[src/rtl/run_monitor.sv]
// Execution monitor: counts RUN cycles and retirements, detects END/LOOP/TIMEOUT
// halts, and holds the halt cause and counters stable until clear or reset.
module run_monitor #(
  parameter int unsigned         PC_WIDTH   = 32,
  parameter int unsigned         CNT_WIDTH  = 32,
  parameter logic [PC_WIDTH-1:0] END_ADDR   = 'h500,
  parameter int unsigned         LOOP_LIMIT = 16,
  parameter int unsigned         MAX_CYCLES = 100000
) (
  input  logic                 clk,
  input  logic                 reset,
  input  logic                 start,
  input  logic                 clear,
  input  logic                 pc_valid,
  input  logic [PC_WIDTH-1:0]  pc,
  output logic                 running,
  output logic                 halted,
  output logic                 halt_pulse,
  output logic [1:0]           halt_cause,
  output logic [CNT_WIDTH-1:0] cycle_count,
  output logic [CNT_WIDTH-1:0] retired_count,
  output logic [PC_WIDTH-1:0]  last_pc
);

  localparam int unsigned SAME_W = $clog2(LOOP_LIMIT + 1);
  localparam logic [SAME_W-1:0]    SAME_TRIP = SAME_W'(LOOP_LIMIT - 1);
  localparam logic [CNT_WIDTH-1:0] CYC_TRIP  = CNT_WIDTH'(MAX_CYCLES - 1);

  localparam logic [1:0] CAUSE_END     = 2'b01;
  localparam logic [1:0] CAUSE_LOOP    = 2'b10;
  localparam logic [1:0] CAUSE_TIMEOUT = 2'b11;

  typedef enum logic [1:0] {IDLE, RUN, HALTED} state_t;

  state_t            state;
  logic              have_prev;
  logic [SAME_W-1:0] same_cnt;

  logic       pc_match;
  logic       end_hit;
  logic       loop_hit;
  logic       tmo_hit;
  logic [1:0] cause_next;

  always_comb begin
    pc_match   = have_prev && (pc == last_pc);
    end_hit    = pc_valid && (pc > END_ADDR);
    loop_hit   = pc_valid && pc_match && (same_cnt == SAME_TRIP);
    tmo_hit    = (cycle_count == CYC_TRIP);
    cause_next = '0;
    if (end_hit)       cause_next = CAUSE_END;
    else if (loop_hit) cause_next = CAUSE_LOOP;
    else if (tmo_hit)  cause_next = CAUSE_TIMEOUT;
  end

  always_ff @(posedge clk or negedge reset) begin
    if (!reset) begin
      state         <= IDLE;
      running       <= 1'b0;
      halted        <= 1'b0;
      halt_pulse    <= 1'b0;
      halt_cause    <= '0;
      cycle_count   <= '0;
      retired_count <= '0;
      last_pc       <= '0;
      have_prev     <= 1'b0;
      same_cnt      <= '0;
    end else if (clear) begin
      state         <= IDLE;
      running       <= 1'b0;
      halted        <= 1'b0;
      halt_pulse    <= 1'b0;
      halt_cause    <= '0;
      cycle_count   <= '0;
      retired_count <= '0;
      last_pc       <= '0;
      have_prev     <= 1'b0;
      same_cnt      <= '0;
    end else begin
      case (state)
        // IDLE is only reachable through reset/clear, so status is already zero here
        IDLE: begin
          halt_pulse <= 1'b0;
          if (start) begin
            state   <= RUN;
            running <= 1'b1;
          end
        end
        RUN: begin
          cycle_count <= cycle_count + CNT_WIDTH'(1);
          if (pc_valid) begin
            retired_count <= retired_count + CNT_WIDTH'(1);
            last_pc       <= pc;
            same_cnt      <= pc_match ? same_cnt + SAME_W'(1) : SAME_W'(1);
            have_prev     <= 1'b1;
          end
          // The halting cycle still counts, so the halted instruction is visible
          if (end_hit || loop_hit || tmo_hit) begin
            state      <= HALTED;
            running    <= 1'b0;
            halted     <= 1'b1;
            halt_pulse <= 1'b1;
            halt_cause <= cause_next;
          end
        end
        HALTED: begin
          halt_pulse <= 1'b0;
        end
        default: begin
          state   <= IDLE;
          running <= 1'b0;
          halted  <= 1'b0;
        end
      endcase
    end
  end

endmodule

[config.mk]
export PLATFORM = sky130hd
export DESIGN_NAME = run_monitor
export DESIGN_NICKNAME = d
export VERILOG_FILES = /design/src/rtl/run_monitor.sv
export SDC_FILE = /design/constraint.sdc
export NUM_CORES = 1
export LEC_CHECK = 0
export CAP_MARGIN = 20
export CORE_AREA = 2 2 110 134
export DETAILED_ROUTE_END_ITERATION = 10
export DIE_AREA = 0 0 112 136
export PLACE_DENSITY = 0.66
export SLEW_MARGIN = 20
export SYNTH_ARGS = -nofsm -noshare
export SYNTH_HDL_FRONTEND = slang
export SYNTH_SLANG_ARGS = --single-unit
[constraint.sdc]
create_clock -name clk -period 3.9 [get_ports clk]
set_clock_uncertainty 0.2 [all_clocks]
set_input_delay 0.78 -clock clk [delete_from_list [all_inputs] [get_ports clk]]
set_output_delay 0.78 -clock clk [all_outputs]
set_load 0.01 [all_outputs]
---- Word level (Yosys, flattened, before mapping) ----
Index checks and enable logic that the tools add are counted.
storage, ports and cells
  register bits after elaboration ......... 109
  output and inout port bits .............. 101
  logic and storage cells ................. 74
operators by class
  add/subtract/negate cells ............... 3
  order comparisons ....................... 1
  equality and inequality tests ........... 9
  multiplexer cells ....................... 34
  reductions and logical operators ........ 17
operators by type and width
  cell                     count
  $mux W32                 8
  $add A32 B1 Y32 const B  2
  $eq A32 B17 Y1 const B   1
  $eq A32 B32 Y1           1
  $gt A32 B11 Y1 const B   1
  $mux W5                  4
  $mux W2                  9
  $mux W1                  9
  $reduce_and A2 Y1        4
  $ne A3 B3 Y1 const B     2
  $pmux W2 S3              1
  $reduce_bool A2 Y1       3
  $add A5 B1 Y5 const B    1
  $eq A5 B4 Y1 const B     1
  $logic_and A1 B1 Y1      4
  $pmux W1 S2              2
  $pmux W1 S3              1
  $reduce_and A3 Y1        1
  $reduce_bool A3 Y1       1
  $eq A2 B1 Y1 const B     1
  $eq A2 B2 Y1 const B     1
  $logic_not A2 Y1         1
  $logic_or A1 B1 Y1       2
  $ne A2 B1 Y1 const B     1
  2 further kinds          2

---- Logic depth before layout (Yosys ltp) ----
Gate-level depths: netlist (run 1).
  depth after elaboration ................. 9
  depth in mapped cells ................... 8
  mapped depth without buffers ............ 8

---- Worst setup path before layout (run 1) ----
No wires, ideal clock.
  path kind ............................... input -> register
  start point ............................. input port pc[18]
  end point ............................... register same_cnt[3]
  setup time .............................. 82 ps
  arrival time ............................ 2167 ps
  data required time ...................... 3618 ps
  path slack .............................. 1451 ps
  cell stages on the path ................. 5
  buffers on the path ..................... 0
  cells stage by stage .................... xor2_1 or4_1 nor4_2 nand3_1 a31oi_1
on the way
  longest elaborated chain between the ends .. 6
ends and longest elaborated chain
  item                  RTL line  text
  start, declared       15        input logic [PC_WIDTH-1:0] pc,
  $eq A32 B32 Y1        46        pc_match = have_prev && (pc == last_pc);
  $logic_and A1 B1 Y1   46
  $mux W5               94        same_cnt <= pc_match ? same_cnt + SAME_W'(1) : SAME_W'(1);
  $mux W5               91        if (pc_valid) begin
  $mux W5               80        case (state)
  $mux W5               68        end else if (clear) begin
  end signal, assigned  94
  end, declared         37        logic [SAME_W-1:0] same_cnt;
No other way between the ends. The select of a mux whose other input is x is not followed.
A chain may end at the register's enable or synchronous reset.

---- Worst setup path in the final report (run 1) ----
  start point ............................. input port pc[27]
  end point ............................... register halted
on the way
  longest elaborated chain between the ends .. 8
ends and longest elaborated chain
  item                                                    RTL line  text
  branches (longest 4 deep; another with $gt A32 B11 Y1)  n/a
  $logic_or A1 B1 Y1 (*) (2 in a row)                     98        if (end_hit || loop_hit || tmo_hit) begin
  $ne A3 B3 Y1 (no line) (*)                              n/a
  $reduce_and A2 Y1 (no line) (*)                         n/a
  end signal, assigned                                    71        halted <= 1'b0;
  end signal, assigned                                    101       halted <= 1'b1;
  end signal, assigned                                    112       halted <= 1'b0;
  end, declared                                           17        output logic halted,
Mark *: on every way between the ends.

==> impl_metrics.csv, run 1 <==
group,metric,value,unit
worst_setup_path,crit_buf_inv,1,
pwr,power_leakage,2.93,nW
final_layout,diodes,0,
sta,tightest_slew,0.897,ns
floorplan,die_h,136,um
logic_synthesis,synth_area_per_cell,9.10,um^2
outcome,status,"finished, final reports clean",
placement,gp_congestion,0.890,
route,wl_met2,7400,um
cts,cts_root_buffer,"clkbuf_16",
logic_synthesis,synth_async_sr_flop_share,1.00,
logic_synthesis,synth.most_common_cell,"dfrtp_1",
worst_setup_path,path_class,"in -> reg",
route,vias,4843,
logic_synthesis,synth_ff_type,"dfrtp_1",
sta,rsz0062_at_grt,"false",
worst_setup_path,max_stage_delay,0.53,ns
cts,postCtsResizedCells,0,
cts,clock_latency,0.35,ns
route,drt_iter0_drc,262,
cts,cts_hold_buf,0,
route,drc,0,
route,routedWlPerCell,16.5,um
route,vias_per_cell,5.31,
flow_run,maxCapViolations,0,
logic_synthesis,synth_area_leaders,"dfrtp_1, xor2_1, nand2_1",
sta,clock.fmax,327,MHz
final_layout,final_cells,912,
pwr,ir_drop,0.166,mV
cts,htreeDepth,3,
route,highest_layer,"met4",
pwr,power.total,2.37,mW
logic_synthesis,synth_top_area_frac,0.495,
route,met1_length,6460,um
logic_synthesis,synth.area.mux_share,0.00367,
floorplan,rows,48,
final_layout,nNetsFinal,774,
logic_synthesis,synth_compound_area_frac,0.0751,
logic_synthesis,synthAdderAreaFrac,0.00916,
final_layout,area_growth,34.7,%
logic_synthesis,synth-simple-area-share,0.259,
cts,clkSinkCount,108,
worst_setup_path,worstPathRequired,3.96,ns
pwr,p_per_area,323,nW/um^2
sta,finalWorstPathRequiredPeriod,3.06,ns
floorplan,io_pins,138,
final_layout,fillers,1305,
logic_synthesis,yosysWarnings,0,
logic_synthesis,synth.largest_area_cell,"dfrtp_1",
logic_synthesis,synth_fp_nets,641,
worst_setup_path,cp_common_cell,"nor4_1",
sta,whs,0.261,ns
route,wl,15000,um
floorplan,design.core.area,14100,um^2
worst_setup_path,arrival,3.12,ns
logic_synthesis,syn_area,5460,um^2
logic_synthesis,syn_inst,600,
logic_synthesis,synth-seq-cells,108,
cts,cts_buffers,9,
worst_setup_path,crit_chain,"clkdlybuf4s50_1 -> xor2_1 -> nor4_1 -> nand4_1 -> nor4_1 -> o21ai_0 -> a21oi_1",
route,ant_nets,0,
sta,slew_headroom,0.402,
global_routing,gr-total-overflow,0,
floorplan,initial_core_util,0.389,
worst_setup_path,crit_path_start_kind,"input port",
final_layout,finish.instance_area,7360,um^2
route,drtPass1Iterations,5,
sta,finalMaxSlewViolations,0,
logic_synthesis,synth_enable_flop_cells,0,
floorplan,die_width,112,um
global_routing,grt_antenna_before_repair,0,
worst_setup_path,crit_fanout,3,
logic_synthesis,seq_area_frac_synth,0.495,
floorplan,fp.dieArea,15200,um^2
logic_synthesis,ys_types,48,
sta,finalCritPeriodShare,0.784,
placement,hpwl,10700,um
cts,max-clock-path-buffers,2,
worst_setup_path,crit_slowest_cell,"nor4_1",
global_routing,track_usage,0.197,
route,met3_length,762,um
placement,dpl_cell_area,7030,um^2
cts,post-cts-setup-buffers,0,
worst_hold_path,min_path_type,"in -> async",
sta,setup_viol,0,
placement,io_buffer_count,137,
cts,cts_tree,"yes",
global_routing,grt_pass1_wl,24400,um
worst_setup_path,critPathCaptureType,"register",
global_routing,grt_pass1_vias,4835,
logic_synthesis,synth_commonest_cells,"dfrtp_1, nand2_1, nor2_1, a21oi_1, xor2_1",
logic_synthesis,synthXorXnorAreaFrac,0.130,
worst_setup_path,cp_top_family,"simple AND/OR/NAND/NOR gates",
logic_synthesis,synth_top_family_by_area,"simple AND/OR/NAND/NOR gates",
cts,clk_pin_slew_worst_paths,0.07,ns
sta,hold_violations,0,
sta,timing.setup.tns,0,ns
global_routing,grt_start_max_net_pins,85,
final_layout,drive_above_1_share,0.0448,
placement,placed_cells,897,
[area by class of cell]
type                            instances  area, um^2  area share
Sequential cell                       108        2700       0.367
Multi-Input combinational cell        451        2600       0.354
Timing Repair Buffer                  145        1440       0.196
Clock buffer                           11         253      0.0344
Tap cell                              175         219      0.0298
Clock inverter                          4        72.6     0.00986
Inverter                               18        67.6     0.00918
[power by group]
group | switching [mW] | internal, mW | total, mW | leakage [nW]
Clock | 0.399 | 0.593 | 0.993 | 0.158
Combinational | 0.125 | 0.0987 | 0.224 | 1.27
Sequential | 0.0188 | 1.14 | 1.16 | 1.50
Total | 0.544 | 1.83 | 2.37 | 2.93
[logic make-up after synthesis]
group	count (synthesis)
DFF	108
and+or+nand+nor	292
adders and majority gates	4
AOI/OAI and AO/OA	72
muxes	2
buffers and inverters	41
xor gates and xnor gates	81
[worst paths after layout]
kind,startpoint,to,slack (ns),depth (start not counted)
setup / recovery,pc[27],halted,0.84,7
hold / removal,reset,cycle_count[22],0.26,1
setup reg to reg,running,cycle_count[29],1.36,7
hold reg to reg,state[1],running,0.28,1
max in group asynchronous,reset,retired_count[30],2.48,2
min in group clk,state[1],running,0.28,1
[layer usage]
layer	up-vias	track usage
met3	32	0.0361
met4	0	0.0874
li1	2306	-
met2	159	0.327
met5	-	0
met1	2346	0.252
[metrics by stage]
step	worst slack (ns)	util
4_1_cts	0.854	0.524
6_report	0.844	0.524
3_5_place_dp	0.500	0.500
3_3_place_gp	0.585	0.500
2_1_floorplan	1.45	-
5_1_grt	0.632	0.524
[cells in the final DEF (no fill, tap or decap), types with 2 or more instances in the layout]
| cell | count |
|---|---|
| clkdlybuf4s50_1 | 135 |
| dfrtp_1 | 108 |
| nand2_1 | 94 |
| nor2_1 | 76 |
| a21oi_1 | 47 |
| xor2_1 | 44 |
| xnor2_1 | 37 |
| nand3_1 | 28 |
| nor4_1 | 19 |
| inv_1 | 18 |
| nand4_1 | 17 |
| or3_1 | 10 |
| and3_1 | 9 |
| o21ai_0 | 9 |
| clkbuf_16 | 9 |
| buf_4 | 9 |
| nor3_1 | 8 |
| and4_1 | 5 |
| nor2b_1 | 5 |
| ha_1 | 4 |
| and2_1 | 3 |
| or4_1 | 3 |
| nand2b_1 | 3 |
| a211oi_1 | 2 |
| a22oi_1 | 2 |
| and3b_1 | 2 |
| a31oi_1 | 2 |
| mux2i_1 | 2 |
| bufinv_16 | 2 |
| clkbuf_8 | 2 |
[worst reg2reg max path: stages, from the launching register on]
cell     delay (ns)
dfrtp_1        0.40
nor2b_1        0.30
buf_4          0.26
nand4_1        0.26
nor4_1         0.59
nand3_1        0.17
xor2_1         0.16
nor2_1         0.06
[state kept, by name, summed over array words and instances (netlist names)]
| name | flops |
|---|---|
| retired_count | 32 |
| have_prev | 1 |
| same_cnt | 5 |
| halt_cause | 2 |
| halted | 1 |
| running | 1 |
| last_pc | 32 |
| state | 1 |
| halt_pulse | 1 |
| cycle_count | 32 |
Note: power is estimated with default switching activity, not from simulation.
==> inputs of run 2 (changes only) <==
clock period = 3.06 ns   (was 3.9 ns; I/O delays follow)
==> impl_metrics.csv, run 2 (synthesis gave the netlist of run 1 again) <==
group,metric,value,unit
global_routing,grt_busiest_layer,"met2",
worst_setup_path,worstPathRequired,3.12,ns
final_layout,finish.instance_area,7450,um^2
placement,io_buffer_count,137,
route,vias,4860,
sta,tightest_slew,0.650,ns
placement,preCtsSetupSlack,-0.0573,ns
route,wl,15100,um
floorplan,die_width,112,um
sta,setup_viol,0,
sta,rsz0062_at_grt,"false",
worst_setup_path,path_class,"in -> reg",
cts,max-clock-path-buffers,2,
placement,dpl_cell_area,7080,um^2
cts,clkSinkCount,108,
route,vias_per_cell,5.30,
cts,post-cts-setup-buffers,0,
flow_run,maxCapViolations,0,
pwr,p_per_area,428,nW/um^2
floorplan,fp.dieArea,15200,um^2
floorplan,design.core.area,14100,um^2
global_routing,grtUsageMet1,0.252,
outcome,status,"finished, final reports clean",
worst_hold_path,min_path_type,"in -> async",
global_routing,track_usage,0.200,
final_layout,largest_registers,"cycle_count (32), last_pc (32), retired_count (32)",
pwr,ir_drop,0.349,mV
sta,finalWorstPathRequiredPeriod,2.84,ns
cts,cts_hold_buf,0,
final_layout,area_growth,36.5,%
worst_setup_path,crit_fanout,3,
cts,clock_latency,0.34,ns
sta,finalCritPeriodShare,0.927,
global_routing,grt_antenna_before_repair,0,
route,ant_nets,0,
final_layout,mostFrequentLayoutCells,"clkdlybuf4s50_1, dfrtp_1, nand2_1",
cts,cts_buffers,9,
sta,worst_slack,0.224,ns
route,drt_iter0_drc,245,
sta,slew_headroom,0.567,
cts,postCtsResizedCells,0,
placement,gp_congestion,0.832,
global_routing,grt_util_met3,0.0285,
floorplan,io_pins,138,
sta,hold_violations,0,
route,drtPass1Iterations,4,
cts,htreeDepth,3,
global_routing,gr-usage-met2,0.343,
route,routedWlPerCell,16.5,um
floorplan,die_h,136,um
final_layout,diodes,0,
placement,hpwl,11000,um
floorplan,rows,48,
final_layout,mostFrequentLayoutCell,"clkdlybuf4s50_1",
final_layout,drive_above_1_share,0.0512,
sta,clock.fmax,353,MHz
worst_setup_path,crit_path_start_kind,"input port",
pwr,power_leakage,2.99,nW
sta,finalMaxSlewViolations,0,
final_layout,seqCellArea,2700,um^2
cts,cts_tree,"yes",
route,drc,0,
final_layout,nNetsFinal,779,
pwr,power.total,3.19,mW
final_layout,multi_input_area,2600,um^2
global_routing,gr-total-overflow,0,
sta,whs,0.0207,ns
cts,clk_pin_slew_worst_paths,0.07,ns
final_layout,fillers,1318,
cts,cts_root_buffer,"clkbuf_16",
global_routing,grt_pass1_vias,4920,
global_routing,grt_pass1_wl,24700,um
worst_setup_path,arrival,2.89,ns
floorplan,initial_core_util,0.389,
worst_setup_path,critPathCaptureType,"register",
global_routing,grt_start_max_net_pins,61,
run 2: where the power goes:
| part | internal, mW | switching, mW | leakage [nW] | total, mW |
|---|---|---|---|---|
| clock network | 0.923 | 0.505 | 0.182 | 1.43 |
| logic | 0.129 | 0.161 | 1.30 | 0.291 |
| registers | 1.45 | 0.0247 | 1.50 | 1.47 |
run 2: worst paths after layout:
path	startpoint	endpoint	slack, ns	cells after the start
min in group clk	state[1]	running	0.28	1
max	pc[22]	halted	0.22	8
max in group asynchronous	reset	halt_cause[1]	1.94	2
min reg2reg	state[1]	running	0.28	1
max reg2reg	last_pc[22]	halted	0.59	7
min	reset	last_pc[3]	0.02	1
run 2: metal layers:
metal / vias up / wire [um] / part of all wire
met5: - / 0 / 0
met3: 29 / 731 / 0.048
met4: 0 / 439 / 0.029
met1: 2350 / 6390 / 0.42
met2: 160 / 7560 / 0.50
li1: 2321 / - / -
run 2: area by class of cell:
class                   instances  share of cell area
clock buffers                  11              0.0339
multi-input cells             451               0.349
well taps                     175              0.0294
clock inverters                 4              0.0161
flip-flops and latches        108               0.363
repair buffers                150               0.200
inverters                      18             0.00906
run 2: stage by stage:
| stage | std cells | TNS, ns | util |
|---|---|---|---|
| final | 917 | 0 | 0.530 |
| after global routing | 917 | 0 | 0.530 |
| after CTS | 917 | 0 | 0.530 |
| after detailed placement | 902 | -0.177 | 0.504 |
| after global placement | 902 | 0 | 0.504 |
| after floorplan | 600 | 0 | - |
run 2: critical path, cell delays in order:
cell	delay, ns
clkdlybuf4s50_1	0.46
xor2_1	0.18
nor4_1	0.54
nand4_1	0.26
nor4_1	0.35
buf_4	0.18
o21ai_0	0.13
a21oi_1	0.18
==> inputs of run 3 (changes only) <==
CAP_MARGIN = 10   (was 20)
==> results of run 3 <==
No change in the layout: final DEF, timing and power equal those of run 2.
